===== config.mk =====
export PLATFORM = sky130hd
export DESIGN_NAME = mandelbrot_coord_gen
export DESIGN_NICKNAME = d
export VERILOG_FILES = /design/src/rtl/mandelbrot_pkg.sv /design/src/rtl/mandelbrot_coord_gen.sv
export SDC_FILE = /design/constraint.sdc
export NUM_CORES = 1
export LEC_CHECK = 0
export ABC_CLOCK_PERIOD_IN_PS = 6650
export BUFFER_PORTS_ARGS = -buffer_cell sky130_fd_sc_hd__buf_2
export CORE_ASPECT_RATIO = 0.6
export CORE_MARGIN = 3
export CORE_UTILIZATION = 40
export DETAILED_ROUTE_END_ITERATION = 10
export HOLD_SLACK_MARGIN = 0.06
export SLEW_MARGIN = 20
export SYNTH_ARGS = -nofsm -noshare
export SYNTH_HDL_FRONTEND = slang
export SYNTH_SLANG_ARGS = --single-unit

===== constraint.sdc =====
create_clock -name clk -period 6.65 [get_ports clk]
set_input_delay 0.3325 -clock clk [delete_from_list [all_inputs] [get_ports clk]]
set_output_delay 0.3325 -clock clk [all_outputs]
set_load 0.02 [all_outputs]

===== src/rtl/mandelbrot_pkg.sv =====
// Shared definitions for the Mandelbrot coordinate generator and calc wrapper:
// default fixed-point/address widths and the two-state FSM encoding.
package mandelbrot_pkg;

    localparam int FPW_DEFAULT = 54;
    localparam int AW_DEFAULT  = 11;

    typedef enum logic {
        IDLE = 1'b0,
        RUN  = 1'b1
    } state_t;

endpackage


===== src/rtl/mandelbrot_coord_gen.sv =====
// Walks a WIDTH x HEIGHT pixel grid in raster order and streams one
// fixed-point (x, y) coordinate plus linear pixel address per accepted beat.
//
// Handshake: a beat transfers on a clock edge where out_vld, out_rdy and
// clk_en are all 1; while out_vld=1 without a transfer, x_man/y_man/adr_o
// hold; out_rdy is ignored while out_vld=0. The output registers are the
// handshake registers themselves, so no extra skid stage sits in front.
module mandelbrot_coord_gen
    import mandelbrot_pkg::*;
#(
    parameter int FPW    = FPW_DEFAULT,
    parameter int AW     = AW_DEFAULT,
    parameter int WIDTH  = 40,
    parameter int HEIGHT = 30
) (
    input  logic           clk,
    input  logic           clk_en,
    input  logic           rst,
    input  logic           start,
    input  logic [FPW-1:0] x0,
    input  logic [FPW-1:0] y0,
    input  logic [FPW-1:0] dx,
    input  logic [FPW-1:0] dy,
    output logic           out_vld,
    input  logic           out_rdy,
    output logic [FPW-1:0] x_man,
    output logic [FPW-1:0] y_man,
    output logic [AW-1:0]  adr_o,
    output logic           busy,
    output logic           done,
    output state_t         dbg_state
);

    localparam int CW = (WIDTH  > 1) ? $clog2(WIDTH)  : 1;
    localparam int RW = (HEIGHT > 1) ? $clog2(HEIGHT) : 1;
    localparam logic [CW-1:0] COL_LAST = CW'(WIDTH - 1);
    localparam logic [RW-1:0] ROW_LAST = RW'(HEIGHT - 1);

    // The grid must fit in the address space.
    if (WIDTH * HEIGHT > 2 ** AW) begin : g_size_check
        $error("mandelbrot_coord_gen: WIDTH*HEIGHT exceeds 2**AW");
    end

    state_t         state;
    state_t         state_nxt;
    logic [CW-1:0]  col;
    logic [RW-1:0]  row;
    logic [FPW-1:0] x0_cap;
    logic [FPW-1:0] dx_cap;
    logic [FPW-1:0] dy_cap;
    logic           done_q;
    logic           xfer;
    logic           last_pix;

    assign xfer     = out_vld & out_rdy & clk_en;
    assign last_pix = (col == COL_LAST) && (row == ROW_LAST);

    // State register; transitions are already qualified by clk_en.
    always_ff @(posedge clk) begin
        if (rst) begin
            state <= IDLE;
        end else begin
            state <= state_nxt;
        end
    end

    // Next state: accept start only when idle, return to idle on the last beat.
    always_comb begin
        state_nxt = state;
        case (state)
            IDLE:    if (clk_en && start)  state_nxt = RUN;
            RUN:     if (xfer && last_pix) state_nxt = IDLE;
            default: state_nxt = IDLE;
        endcase
    end

    // Outputs derived from the state plus the registered done pulse.
    always_comb begin
        out_vld   = (state == RUN);
        busy      = (state == RUN);
        done      = done_q;
        dbg_state = state;
    end

    // Coordinate/address datapath and the one-enabled-cycle done pulse.
    always_ff @(posedge clk) begin
        if (rst) begin
            x_man  <= '0;
            y_man  <= '0;
            adr_o  <= '0;
            col    <= '0;
            row    <= '0;
            x0_cap <= '0;
            dx_cap <= '0;
            dy_cap <= '0;
            done_q <= 1'b0;
        end else if (clk_en) begin
            done_q <= xfer && last_pix;
            if (state == IDLE && start) begin
                x0_cap <= x0;
                dx_cap <= dx;
                dy_cap <= dy;
                x_man  <= x0;
                y_man  <= y0;
                adr_o  <= '0;
                col    <= '0;
                row    <= '0;
            end else if (xfer && !last_pix) begin
                adr_o <= adr_o + AW'(1);
                if (col != COL_LAST) begin
                    col   <= col + CW'(1);
                    x_man <= x_man + dx_cap;
                end else begin
                    col   <= '0;
                    row   <= row + RW'(1);
                    x_man <= x0_cap;
                    y_man <= y_man + dy_cap;
                end
            end
        end
    end

endmodule


==> metrics.txt <==
# TYPE chip_impl_metric gauge
chip_impl_metric{name="holdBufCountCts",unit=""} 183
chip_impl_metric{name="fin_tns_setup",unit="ns"} 0
chip_impl_metric{name="port_buffers",unit=""} 343
chip_impl_metric{name="post-route-util",unit=""} 0.519
chip_impl_metric{name="clkLatencyLatePin",unit="ns"} 0.59
chip_impl_metric{name="share_of_the_yosys_chip_area_belonging_to_registers",unit=""} 0.329
chip_impl_metric{name="cp_arrival",unit="ns"} 4.54
chip_impl_metric{name="async_flop_share",unit=""} 0
chip_impl_metric{name="cts.clk_slew.worst_paths",unit="ns"} 0.07
chip_impl_metric{name="final.min_clock_period",unit="ns"} 4.08
chip_impl_metric{name="vdd.ir_drop.worst",unit="uV"} 170
chip_impl_info{name="cts_tree",value="done"} 1
chip_impl_metric{name="synth-edff-count",unit=""} 0
chip_impl_metric{name="synthesis.nets",unit=""} 2739
chip_impl_metric{name="floorplan_core_area",unit="um^2"} 43700
chip_impl_metric{name="finish.net_count",unit=""} 3150
chip_impl_metric{name="die-area",unit="um^2"} 47300
chip_impl_metric{name="via_count",unit=""} 19400
chip_impl_metric{name="post_cts_buffers",unit=""} 0
chip_impl_metric{name="routed_wire_length_per_instance",unit="um"} 19.6
chip_impl_metric{name="cap_viol_max_count",unit=""} 0
chip_impl_metric{name="gpl.final_weighted_congestion",unit=""} 0.972
chip_impl_info{name="cts_root_buffer",value="clkbuf_16"} 1
chip_impl_metric{name="cts_repair_resize_count",unit=""} 0
chip_impl_metric{name="overflow",unit=""} 0
chip_impl_metric{name="placed_cell_area",unit="um^2"} 19800
chip_impl_metric{name="setup_viol_count_final",unit=""} 0
chip_impl_info{name="status",value="finished clean"} 1
chip_impl_metric{name="synth_top_cell_area_share",unit=""} 0.329
chip_impl_metric{name="post_synth_inst_count",unit=""} 2406
chip_impl_metric{name="area_growth_syn_to_layout",unit="%"} 27.0
chip_impl_metric{name="floorplan.die.height",unit="um"} 170
chip_impl_metric{name="worst_slew_pin_slew",unit="ns"} 1.07
chip_impl_metric{name="grt_use_total",unit=""} 0.273
chip_impl_metric{name="dpl.cell_count",unit=""} 3181
chip_impl_metric{name="ant_nets",unit=""} 0
chip_impl_metric{name="first_pass_iters",unit=""} 6
chip_impl_info{name="yosysTopAreaCell",value="dfxtp_1"} 1
chip_impl_metric{name="max_freq",unit="GHz"} 0.245
chip_impl_metric{name="maximum_fanout_encountered_on_the_critical_timing_path",unit=""} 4
chip_impl_metric{name="clock_sink_count",unit=""} 294
chip_impl_info{name="synth_top_cells_by_area",value="dfxtp_1, nand2_1, a21oi_1"} 1
chip_impl_metric{name="syn_area_per_cell",unit="um^2"} 7.43
chip_impl_metric{name="post-route-period-util",unit=""} 0.613
chip_impl_metric{name="stdcell_area",unit="um^2"} 22700
chip_impl_metric{name="largest_net_degree_at_the_start_of_global_routing",unit=""} 97
chip_impl_metric{name="viasPerCell",unit=""} 5.66
chip_impl_metric{name="synth_warnings",unit=""} 0
chip_impl_info{name="critical_path.most_common_cell",value="a21oi_1"} 1
chip_impl_metric{name="worst_slew_margin_rel",unit=""} 0.288
chip_impl_metric{name="drive_above_1_share",unit=""} 0.157
chip_impl_metric{name="starting_density",unit=""} 0.409
chip_impl_info{name="ys_dominant_reg_cell",value="dfxtp_1"} 1
chip_impl_metric{name="crit_path_max_incr_delay",unit="ns"} 0.45
chip_impl_metric{name="power.density_cell_area",unit="nW/um^2"} 205
chip_impl_metric{name="endpoint_required_time_on_the_critical_path",unit="ns"} 7.12
chip_impl_info{name="timing.setup.critical_path_class",value="flip-flop to flip-flop"} 1
chip_impl_info{name="unrepaired_setup_endpoints_after_global_routing",value="no"} 1
chip_impl_metric{name="ioPinCount",unit=""} 344
chip_impl_metric{name="skew",unit="ns"} 0.0155
chip_impl_metric{name="cts_buffers",unit=""} 30
chip_impl_metric{name="detail_route.wirelength",unit="mm"} 67.3
chip_impl_metric{name="cts_htree_levels",unit=""} 1
chip_impl_info{name="endpoint_kind",value="flip-flop"} 1
chip_impl_metric{name="power.leakage",unit="nW"} 9.64
chip_impl_metric{name="num_rows",unit=""} 59
chip_impl_metric{name="final_hpwl_dp",unit="mm"} 48.3
chip_impl_info{name="worst_setup_path_start_kind",value="flip-flop"} 1
chip_impl_metric{name="number_of_global_route_vias_before_repair",unit=""} 18000
chip_impl_metric{name="seq_cells_post_synth",unit=""} 294
chip_impl_info{name="hold_path_class",value="primary input to flip-flop"} 1
chip_impl_metric{name="finalHoldViolCount",unit=""} 0
chip_impl_metric{name="yosys.cell_types.count",unit=""} 78
chip_impl_metric{name="netlist_area",unit="um^2"} 17900
chip_impl_metric{name="chipWidth",unit="um"} 279
chip_impl_metric{name="final-max-slew-violation-count",unit=""} 0
chip_impl_metric{name="grt_pass1_wl",unit="mm"} 104
chip_impl_metric{name="clock_path_buffers",unit=""} 3
chip_impl_metric{name="instances_no_fill",unit=""} 3429
chip_impl_info{name="crit_chain",value="ha_1 -> fa_1 -> a211o_1 -> a21oi_1 -> a211oi_2 -> o31a_1 -> o21ai_1 -> o211ai_1 -> a21oi_1 -> o21ai_0 -> xnor2_1 -> a2111oi_0"} 1
chip_impl_metric{name="antenna_violations_before_repair",unit=""} 10
chip_impl_metric{name="dr.first_iter.drc_count",unit=""} 1739
chip_impl_metric{name="drc",unit=""} 0
chip_impl_info{name="cp_slowest_cell",value="fa_1"} 1
[through the flow]
| stage | hold WS, ns | total power [mW] | setup slack, ns |
|---|---|---|---|
| finish | 0.101 | 4.65 | 2.57 |
| global route | 0.0891 | 4.86 | 2.35 |
| CTS | 0.0636 | 4.68 | 2.65 |
| detailed placement | 0.443 | 2.83 | 2.68 |
| global placement | 0.438 | 2.81 | 2.77 |
| floorplan | 0.432 | 2.51 | 3.39 |
[placed cells by master (no fill, tap or decap), types with 37 or more instances in the layout]
master | synthesis | final
dfxtp_1 | 294 | 294
a21o_1 | 65 | 65
xor2_1 | 47 | 47
o211ai_1 | 47 | 47
ha_1 | 110 | 110
dlygate4sd3_1 | 0 | 183
buf_2 | 11 | 342
a21oi_1 | 350 | 350
nor2_1 | 147 | 145
a211oi_1 | 37 | 37
nand4_1 | 40 | 40
nand2_1 | 546 | 545
o21ai_0 | 132 | 132
xnor2_1 | 58 | 58
nor3_1 | 38 | 38
[power by group]
| part | switching, mW | internal, mW |
|---|---|---|
| combinational | 0.583 | 0.370 |
| clock | 0.771 | 0.990 |
| sequential | 0.0795 | 1.86 |
| total | 1.43 | 3.22 |
[logic make-up (layout without fill, tap and decap cells)]
kind of cell | count (synthesis) | in the layout | share of synthesized area
fa+ha+maj | 112 | 112 | 0.0793
flops | 294 | 294 | 0.329
other cells | 0 | 9 | 0
compound gates | 813 | 813 | 0.287
xor+xnor | 105 | 105 | 0.0515
simple gates | 880 | 880 | 0.208
mux | 4 | 4 | 0.00224
buf+inv | 198 | 633 | 0.0428
[synthesized netlist by cell type (all sizes together), types with 3 or more instances]
master / n
o211ai: 47
mux2i: 4
and3: 12
nor2b: 13
o31ai: 8
a21boi: 8
xnor2: 58
a31oi: 13
o41ai: 4
inv: 35
o311ai: 3
nand4: 40
nor3: 39
a21oi: 352
nand3: 32
o22ai: 11
nand3b: 3
a31o: 3
or3: 18
nor4b: 3
or2: 4
buf: 27
nor4: 7
a2111oi: 9
a211oi: 39
nor2: 147
a211o: 7
a21o: 65
clkbuf: 136
xor2: 47
a221o: 3
a221oi: 9
o21ai: 142
and2: 5
ha: 110
a311oi: 23
o21bai: 32
o211a: 6
nand2b: 6
o21a: 9
dfxtp: 294
nand2: 546
a22o: 3
[per-layer routing]
layer  routed length, um  vias up  track usage
met5                   0        -            0
met4                1790        0       0.0741
met3                5890       98       0.0664
met2               26600      756        0.384
met1               33000     9194        0.412
li1                    -     9371            -
[state kept, by name, indices dropped and copies added (netlist names)]
signal  flops
done        1
busy        1
row         5
x0_cap     54
y_man      54
col         6
x_man      54
dy_cap     54
dx_cap     54
adr_o      11
[worst paths after layout]
check	start	endpoint	slack (ns)	cells after the start
max	y_man[0]	y_man[50]	2.57	12
min reg2reg	x0_cap[50]	x0_cap[50]	0.45	2
max reg2reg	y_man[0]	y_man[50]	2.57	12
min	y0[30]	y_man[30]	0.10	3
[area by class of cell]
type | count | area, um^2
flip-flops and latches | 294 | 5890
diodes | 9 | 22.5
repair buffers | 542 | 3680
clock buffers | 44 | 875
inverters | 35 | 131
fillers | 4296 | 21000
clock inverters | 12 | 124
multi-input cells | 1914 | 11300
well taps | 579 | 724
[worst max-delay path, delay by kind of cell, from the launching register on]
kind | cells | cell delay, ns
AOI/OAI and AO/OA | 9 | 2.76
adders and majority gates | 2 | 0.71
DFF | 1 | 0.34
xor gates and xnor gates | 1 | 0.15
Power figures use the tool's default switching activity.
